<file path="src/rtl/ds1302_time_set.sv">
// ---------------------------------------------------------------------------
// ds1302_time_set
//
// Time-set sequencer for the DS1302 RTC path. On a start pulse it range-checks
// a binary hh:mm:ss triple, converts each field to BCD and walks an ordered
// table of single-byte register writes through the downstream 1-byte write
// engine (en/addr/dataIn/done handshake).
//
// Build option:
//   DS1302_WP_EN  defined   -> 5 writes: clear WP, sec, min, hour, set WP
//                 undefined -> 3 writes: sec, min, hour (caller owns WP)
//
// Parameters:
//   TIMEOUT_CYCLES  max clk cycles to wait for wrDone per write
//
// Ports:
//   clk     in   system clock
//   rst     in   synchronous active-high reset
//   start   in   one-cycle request, sampled only while idle
//   secIn   in   [5:0] seconds, binary 0..59
//   minIn   in   [5:0] minutes, binary 0..59
//   hourIn  in   [4:0] hours, binary 0..23 (24 h)
//   wrEn    out  one-cycle write request to the write engine
//   wrAddr  out  [7:0] DS1302 write command byte
//   wrData  out  [7:0] byte to write
//   wrDone  in   one-cycle completion pulse from the write engine
//   busy    out  high while a sequence is in flight
//   done    out  one-cycle pulse when all writes completed
//   err     out  one-cycle pulse on range reject or timeout
// ---------------------------------------------------------------------------
module ds1302_time_set #(
  parameter int TIMEOUT_CYCLES = 2_000_000
) (
  input  logic       clk,
  input  logic       rst,
  input  logic       start,
  input  logic [5:0] secIn,
  input  logic [5:0] minIn,
  input  logic [4:0] hourIn,
  output logic       wrEn,
  output logic [7:0] wrAddr,
  output logic [7:0] wrData,
  input  logic       wrDone,
  output logic       busy,
  output logic       done,
  output logic       err
);

`ifdef DS1302_WP_EN
  localparam int NUM_STEPS = 5;
`else
  localparam int NUM_STEPS = 3;
`endif

  localparam logic [2:0] LAST_STEP = 3'(NUM_STEPS - 1);

  localparam int CNT_W = (TIMEOUT_CYCLES > 2) ? $clog2(TIMEOUT_CYCLES) : 1;
  localparam logic [CNT_W-1:0] CNT_LIMIT = CNT_W'(TIMEOUT_CYCLES - 1);

  typedef enum logic [1:0] {
    IDLE,
    ISSUE,
    WAIT,
    FINISH
  } state_t;

  state_t           state;
  logic [2:0]       step;
  logic [CNT_W-1:0] toCnt;

  // BCD copies of the accepted request; frozen for the whole sequence.
  logic [7:0] secBcd;
  logic [7:0] minBcd;
  logic [7:0] hourBcd;

  // Binary to packed BCD by repeated compare-subtract (inputs are < 64, so at
  // most six subtractions). Top nibble is the tens digit.
  function automatic logic [7:0] toBcd(input logic [5:0] v);
    logic [5:0] rem;
    logic [3:0] tens;
    rem  = v;
    tens = 4'd0;
    for (int i = 0; i < 6; i++) begin
      if (rem >= 6'd10) begin
        rem  = rem - 6'd10;
        tens = tens + 4'd1;
      end
    end
    return {tens, rem[3:0]};
  endfunction

  // Write table: {command byte, data byte} for a given step index.
  // In range, seconds tens <= 5 keeps CH (bit 7) clear, and hours tens <= 2
  // keeps bit 7 clear (24 h mode) with the tens digit in bits 5:4.
  function automatic logic [15:0] stepWord(input logic [2:0] idx,
                                           input logic [7:0] s,
                                           input logic [7:0] m,
                                           input logic [7:0] h);
    logic [15:0] w;
`ifdef DS1302_WP_EN
    case (idx)
      3'd0:    w = {8'h8E, 8'h00};
      3'd1:    w = {8'h80, s};
      3'd2:    w = {8'h82, m};
      3'd3:    w = {8'h84, h};
      default: w = {8'h8E, 8'h80};
    endcase
`else
    case (idx)
      3'd0:    w = {8'h80, s};
      3'd1:    w = {8'h82, m};
      default: w = {8'h84, h};
    endcase
`endif
    return w;
  endfunction

  logic       fieldsOk;
  logic [7:0] secBcdIn;
  logic [7:0] minBcdIn;
  logic [7:0] hourBcdIn;

  assign fieldsOk  = (secIn <= 6'd59) && (minIn <= 6'd59) && (hourIn <= 5'd23);
  assign secBcdIn  = toBcd(secIn);
  assign minBcdIn  = toBcd(minIn);
  assign hourBcdIn = toBcd({1'b0, hourIn});

  // Request capture: data path only, no reset needed.
  always_ff @(posedge clk) begin
    if (state == IDLE && start && fieldsOk) begin
      secBcd  <= secBcdIn;
      minBcd  <= minBcdIn;
      hourBcd <= hourBcdIn;
    end
  end

  // Sequencer. The first write is launched straight from IDLE using the
  // freshly converted inputs so wrEn appears the cycle after start; later
  // writes are launched from WAIT on wrDone so the next wrEn follows wrDone
  // by one cycle. ISSUE is the single wrEn cycle.
  always_ff @(posedge clk) begin
    if (rst) begin
      state  <= IDLE;
      step   <= 3'd0;
      toCnt  <= '0;
      wrEn   <= 1'b0;
      wrAddr <= 8'h00;
      wrData <= 8'h00;
      busy   <= 1'b0;
      done   <= 1'b0;
      err    <= 1'b0;
    end else begin
      wrEn <= 1'b0;
      done <= 1'b0;
      err  <= 1'b0;
      case (state)
        IDLE: begin
          busy <= 1'b0;
          if (start) begin
            if (fieldsOk) begin
              step             <= 3'd0;
              wrEn             <= 1'b1;
              busy             <= 1'b1;
              {wrAddr, wrData} <= stepWord(3'd0, secBcdIn, minBcdIn, hourBcdIn);
              state            <= ISSUE;
            end else begin
              err <= 1'b1;
            end
          end
        end

        ISSUE: begin
          toCnt <= '0;
          state <= WAIT;
        end

        WAIT: begin
          // wrDone takes priority over a timeout in the same cycle.
          if (wrDone) begin
            if (step == LAST_STEP) begin
              done  <= 1'b1;
              state <= FINISH;
            end else begin
              step             <= step + 3'd1;
              wrEn             <= 1'b1;
              {wrAddr, wrData} <= stepWord(step + 3'd1, secBcd, minBcd, hourBcd);
              state            <= ISSUE;
            end
          end else if (toCnt == CNT_LIMIT) begin
            // Abort: remaining steps are dropped. FINISH only drops busy
            // here, err replaces the done pulse.
            err   <= 1'b1;
            state <= FINISH;
          end else begin
            toCnt <= toCnt + 1'b1;
          end
        end

        FINISH: begin
          busy  <= 1'b0;
          state <= IDLE;
        end

        default: begin
          busy  <= 1'b0;
          state <= IDLE;
        end
      endcase
    end
  end

endmodule

</file>
<file path="config.mk">
export PLATFORM = sky130hd
export DESIGN_NAME = ds1302_time_set
export DESIGN_NICKNAME = d
export VERILOG_FILES = /design/src/rtl/ds1302_time_set.sv
export SDC_FILE = /design/constraint.sdc
export NUM_CORES = 1
export LEC_CHECK = 0
export BUFFER_PORTS_ARGS = -buffer_cell sky130_fd_sc_hd__buf_2
export CORE_ASPECT_RATIO = 0.8
export CORE_UTILIZATION = 30
export CTS_CLUSTER_SIZE = 10
export DETAILED_ROUTE_END_ITERATION = 10
export PLACE_DENSITY = 0.44
export SLEW_MARGIN = 20
export SYNTH_ARGS = -nofsm -noshare
export SYNTH_HDL_FRONTEND = slang
export SYNTH_SLANG_ARGS = --single-unit
export TNS_END_PERCENT = 1
</file>
<file path="constraint.sdc">
create_clock -name clk -period 17.4 [get_ports clk]
set_input_delay 5.22 -clock clk [delete_from_list [all_inputs] [get_ports clk]]
set_output_delay 5.22 -clock clk [all_outputs]
set_load 0.05 [all_outputs]
</file>
-- Yosys cells after proc, flatten, opt, wreduce, memory -nomap -nowiden
Index checks and enable logic that the tools add are counted.
- add/subtract/negate cells: 35
- multiply operators: 0
- divide/modulo/power cells: 0
- order comparisons: 21
- equality and inequality tests: 13
- shift operators: 0
- muxes and demuxes: 73
- bitwise logic cells: 2
- reductions and logical operators: 13
- operator list (cell ; count):
    $ge 6x4->1 const B ; 17
    $mux 6 ; 15
    $sub 6x4->6 const B ; 14
    $mux 4 ; 18
    $mux 8 ; 8
    $add 4x1->4 const B ; 15
    $mux 21 ; 2
    $pmux 21 s2 ; 1
    $pmux 8 s2 ; 2
    $pmux 11 s2 ; 1
    $add 21x1->21 const B ; 1
    $eq 21x21->1 const B ; 1
    $le 6x6->1 const B ; 2
    $mux 1 ; 12
    $mux 3 ; 4
    $ne 2x2->1 const B ; 6
    $sub 4x4->4 const B ; 3
    $mux 2 ; 5
    $pmux 2 s4 ; 1
    $pmux 1 s2 ; 3
    $pmux 3 s2 ; 1
    $reduce_and 3->1 ; 2
    $reduce_bool 2->1 ; 3
    $sub 5x4->6 const B ; 1
    14 further kinds ; 19
- bits in registers: 70
- latch bits: 0
- bits in writable memories: 0
- ROM bits: 0
- bits of input ports: 21
- output and inout port bits: 20
- memories: 0

-- Logic depth before layout (Yosys ltp)
- depth after elaboration: 15
- mapped depth: 39
- mapped depth without buffers: 39

-- Worst setup path after synthesis
No wires, ideal clock.
- kind: in2reg
- start: input port hourIn[2]
- end: register hourBcd[5] (data pin)
- library setup time: 0.262 ns
- arrival time: 11.153 ns
- data required time: 17.138 ns
- setup slack: 5.985 ns
- stages: 32
- path through: inv_1 -> ha_1 -> nor2b_1 -> o21ai_2 -> nand2_1 -> inv_1 -> xnor2_2 -> ha_1 -> nor2b_1 -> nand3b_1 -> a21oi_1 -> o21ai_1 -> nand3_2 -> xor2_2 -> ha_1 -> nor2b_1 -> a21oi_1 -> o21ai_1 -> xnor2_1 -> inv_1 -> ha_1 -> nor2b_1 -> nor2_1 -> a21oi_2 -> mux2i_1 -> ha_1 -> nand2b_1 -> a221oi_2 -> a211oi_2 -> mux2_2 -> ha_1 -> mux2_1
- longest elaborated chain between the ends: 12
- elaborated cells on any way between the ends: 27
- RTL lines (what ; line ; RTL):
    from (decl) ; 39 ; input logic [4:0] hourIn,
    $sub 5x4->6 / $ge 5x4->1 (equally long branches) ; 85, 84 ;
    $mux 6 / $mux 1 (equally long branches) ; 84 ; if (rem >= 6'd10) begin
    $sub 6x4->6, or another cell as far along ; 85 ; rem = rem - 6'd10;
    $mux 6 / $mux 4 (equally long branches) ; 84 ;
    $sub 6x4->6, or another cell as far along ; 85 ;
    $mux 6 / $mux 4 (equally long branches) ; 84 ;
    $sub 6x4->6, or another cell as far along ; 85 ;
    $mux 6 / $mux 4 (equally long branches) ; 84 ;
    $sub 6x4->6, or another cell as far along ; 85 ;
    $mux 6 / $mux 4 (equally long branches) ; 84 ;
    $ge 6x4->1 / $add 4x1->4 (equally long branches) ; 84, 86 ;
    $mux 4 * ; 84 ;
    via hourBcdIn[5] ; 121 ; logic [7:0] hourBcdIn;
    to (signal assigned) ; 133 ; hourBcd <= hourBcdIn;
    to (decl) ; 74 ; logic [7:0] hourBcd;
The timed path passes the listed nets; every way through them passes the cells marked *.
A chain may end at the register's enable or synchronous reset.

-- Worst setup path after layout
- start: input port hourIn[2]
- end: register hourBcd[6] (data pin)
Same word-level chain as after synthesis.

==> PnR_summary.wiki <==
{| class="wikitable"
! Metric !! Value
|-
| Resized Gates After CTS || 0
|-
| Relative max-transition margin || 0.332
|-
| Total Die Area || 24000 µm²
|-
| Critical path startpoint category || primary input
|-
| Register-to-Register Setup Slack || 14370 ps
|-
| Sequential fraction of the synthesis area || 0.220
|-
| Final hold slack || 448 ps
|-
| Detailed Route Iter0 Violations || 458
|-
| Hold crit path type || flip-flop to flip-flop
|-
| Total I/O pin count || 41
|-
| Clock tree from TritonCTS || done
|-
| Required time at the endpoint of the critical path || 17460 ps
|-
| Root buffer selected by CTS || sky130_fd_sc_hd__clkbuf_16
|-
| Most frequent cells after synthesis || sky130_fd_sc_hd__nor2_1 (72), sky130_fd_sc_hd__nand2_1 (69), sky130_fd_sc_hd__inv_1 (49)
|-
| Reg2reg start || state[0]
|-
| Setup-violating endpoint count in the final report || 0
|-
| Largest net degree at the start of global routing || 25
|-
| Crit Reg-Reg Endpoint || toCnt[20]
|-
| Number of cell instances on the worst register-to-register path || 10
|-
| Relative contribution of combinational cells to total power || 0.621
|-
| Total standard cell area after synthesis || 7010 µm²
|-
| Cts-stage hold buffer count || 0
|-
| Total Wirelength || 17500 µm
|-
| Power Internal || 600 µW
|-
| CTS buffer count || 9
|-
| Yosys warning total || 0
|-
| Setup repair after global routing missed its margin || false
|-
| Area share of the largest cell type after synthesis || 0.117
|-
| Post-synth top area cell || sky130_fd_sc_hd__dfxtp_1
|-
| DP Wirelength || 13600 µm
|-
| Launch point of the worst path || hourIn[2]
|-
| Width of the chip || 173 µm
|-
| CP Capture Point || hourBcd[6]
|-
| DRT antenna net count || 0
|-
| Critical path capture point type || flip-flop
|-
| Flip-flop cell with the highest count after synthesis || sky130_fd_sc_hd__dfxtp_1
|-
| Drt pass-1 iters || 5
|-
| Total Nets Final || about 950
|-
| Flops & latches, synth || 65
|-
| Tot GR Track Use || 0.145
|-
| Cell seen most often among critical-path stages || sky130_fd_sc_hd__ha_1
|-
| Buffers inserted by post-CTS timing repair || 0
|-
| Number of synthesized flops with an enable pin || 24
|-
| Most repeated cell in the gate-level netlist after synthesis || sky130_fd_sc_hd__nor2_1
|-
| Number of vias after detailed routing || 6272
|-
| Max-capacitance violation count || 0
|-
| Final Slew Violations || 0
|-
| Worst path arrival time || about 13000 ps
|-
| Async S/R FF share, synth || 0
|-
| Synthesized area divided by synthesized cell count || approximately 8.2 µm²
|-
| Final Wtd Congestion || 0.816
|-
| Clock Power Share || 0.166
|-
| Core region area || 22700 µm²
|-
| CTS clk-pin slew, worst paths || 60 ps
|-
| Library cells used by synthesis || 110
|-
| Max Clock Freq || 79.1 MHz
|-
| Vias per cell || roughly 5.3
|-
| Power density of the placed cells || 141 nW/µm²
|-
| Routed length per placed instance || 14.7 µm
|-
| Number of antenna violations at the first check in global routing || 0
|-
| Slowest Stage Delay on Critical Path || 440 ps
|-
| Number of global-route vias before repair || 5730
|-
| Effective utilization at floorplan || 0.309
|-
| Largest fanout on the critical path || 10
|-
| Cell types occupying the most area after synthesis || sky130_fd_sc_hd__dfxtp_1 (12%), sky130_fd_sc_hd__edfxtp_1 (10%), sky130_fd_sc_hd__ha_1 (8.4%), sky130_fd_sc_hd__nor2_1 (3.9%), sky130_fd_sc_hd__xnor2_1 (3.7%)
|-
| Proportion of total power due to net switching || 0.450
|-
| Wire length of the first global-routing pass || 29300 µm
|-
| Share of layout cells above drive strength 1 || 0.138
|-
| Worst-Skew Late Latency || 330 ps
|-
| Lkg Pwr || around 0.0030 µW
|-
| Slowest cell on crit path || sky130_fd_sc_hd__a21oi_2
|-
| Total negative slack for setup checks || 0 ps
|-
| Antenna Diode Count || 0
|-
| Startpoint-to-endpoint class of the critical path || primary input to flip-flop
|-
| Longest Clk Path Bufs || 2
|-
| Highest ir drop seen on vdd || ~0.056 mV
|-
| Port Buf Inserts || 35
|-
| Total count of hold-check failures in the final report || 0
|-
| Drt drc || 0
|-
| Signed area change from the synthesized netlist to the final layout || 10.3%
|-
| Number of sinks handled by clock tree synthesis || 65
|-
| Remaining global-route overflow || 0
|-
| Worst-Margin Slew || 1000 ps
|-
| Die Height || 139 µm
|-
| Sequential share of power || 0.214
|-
| H-tree levels || 3
|-
| Fin Clk Skew || 3.73 ps
|-
| Final worst path period share || 0.726
|-
| Number of placement rows || 49
|-
| Final critical delay including setup and external delays || approximately 13000 ps
|-
| Gate count after technology mapping || 856
|-
| Status || finished clean
|-
| Switching power || 490 µW
|}
[flip-flops by register name, summed over array words and instances, names as in the netlist, 2 cells and up]
register  count
state         2
hourBcd       8
step          3
minBcd        8
wrAddr        3
toCnt        21
secBcd        8
wrData        8
[worst min-delay path by stage]
stage                          from        end  slack [ps]  cells past startpoint
after detailed placement  wrData[6]  wrData[6]         450                      2
after CTS                 wrData[6]  wrData[6]         450                      2
after global placement    wrData[4]  wrData[4]         450                      2
final                     wrData[4]  wrData[4]         450                      2
after global routing      wrData[6]  wrData[6]         470                      2
after floorplan           toCnt[20]  toCnt[20]         450                      2
[power groups by stage]
stage,Clock (µW),Combinational (µW),Sequential [µW]
detailed placement,0,674,236
global placement,0,677,237
global route,191,759,237
finish,181,677,233
CTS,186,679,233
floorplan,0,517,258
[layout by cell type, fill, tap and decap left out, types with 9 or more instances in the layout]
cell type and count:
sky130_fd_sc_hd__nand4_1 13, sky130_fd_sc_hd__dfxtp_1 41, sky130_fd_sc_hd__a21oi_1 48, sky130_fd_sc_hd__nand3_1 27, sky130_fd_sc_hd__ha_1 47, sky130_fd_sc_hd__xor2_1 30, sky130_fd_sc_hd__buf_2 35, sky130_fd_sc_hd__inv_1 49
sky130_fd_sc_hd__nor2_1 72, sky130_fd_sc_hd__o21a_1 11, sky130_fd_sc_hd__xnor2_1 30, sky130_fd_sc_hd__nand3b_1 10, sky130_fd_sc_hd__a22oi_1 15, sky130_fd_sc_hd__nor3_1 24, sky130_fd_sc_hd__a211oi_1 15, sky130_fd_sc_hd__a31oi_1 12
sky130_fd_sc_hd__or2_1 9, sky130_fd_sc_hd__o211ai_1 11, sky130_fd_sc_hd__edfxtp_1 24, sky130_fd_sc_hd__nand2_1 69, sky130_fd_sc_hd__mux2i_1 13, sky130_fd_sc_hd__and2_1 16, sky130_fd_sc_hd__nand2b_1 17, sky130_fd_sc_hd__o21ai_0 30
sky130_fd_sc_hd__nor2b_1 15, sky130_fd_sc_hd__clkbuf_16 9
[cell type report]
type / count / area (µm²)
Clock buffer: 9 / 225
Clock inverter: 7 / 78.8
Fill cell: 2427 / 15000
Inverter: 50 / 188
Multi-Input combinational cell: 715 / 5130
Sequential cell: 65 / 1540
Tap cell: 306 / 383
Timing Repair Buffer: 36 / 183
[stage by stage]
step	area, µm²	power, µW	instances	util	setup slack (ps)
2_1_floorplan	7030	775	860	-	5980
3_3_place_gp	7430	914	1172	0.327	4320
3_5_place_dp	7430	910	1172	0.327	4520
4_1_cts	7730	1100	1188	0.341	4790
5_1_grt	7730	1190	1188	0.341	3940
6_report	7730	1090	1188	0.341	4760
[layer usage]
metal | global-route usage | up-vias | part of all wire
met2 | 0.206 | 151 | 0.40
met3 | 0.0175 | 12 | 0.048
met1 | 0.229 | 2873 | 0.54
met5 | 0 | - | 0
li1 | - | 3236 | -
met4 | 0.0312 | 0 | 0.0097
[worst max-delay path, delay by kind of cell]
family	cells	cell delay (ps)
compound gates	9	2380
simple gates	9	1930
xor+xnor	5	1180
fa+ha+maj	6	1150
buf+inv	5	500
mux	1	320
[cells by family (layout without fill, tap and decap cells)]
| logic type | count (synthesis) | count (layout) | synth area share |
|---|---|---|---|
| buffers and inverters | 80 | 102 | 0.0503 |
| and+or+nand+nor | 327 | 327 | 0.249 |
| muxes | 26 | 26 | 0.0414 |
| xor gates and xnor gates | 62 | 62 | 0.0796 |
| adders and majority gates | 47 | 47 | 0.0839 |
| other | 1 | 5 | 0.000535 |
| DFF | 65 | 65 | 0.220 |
| AOI/OAI and AO/OA | 248 | 248 | 0.275 |
Note: power is estimated with default switching activity, not from simulation.
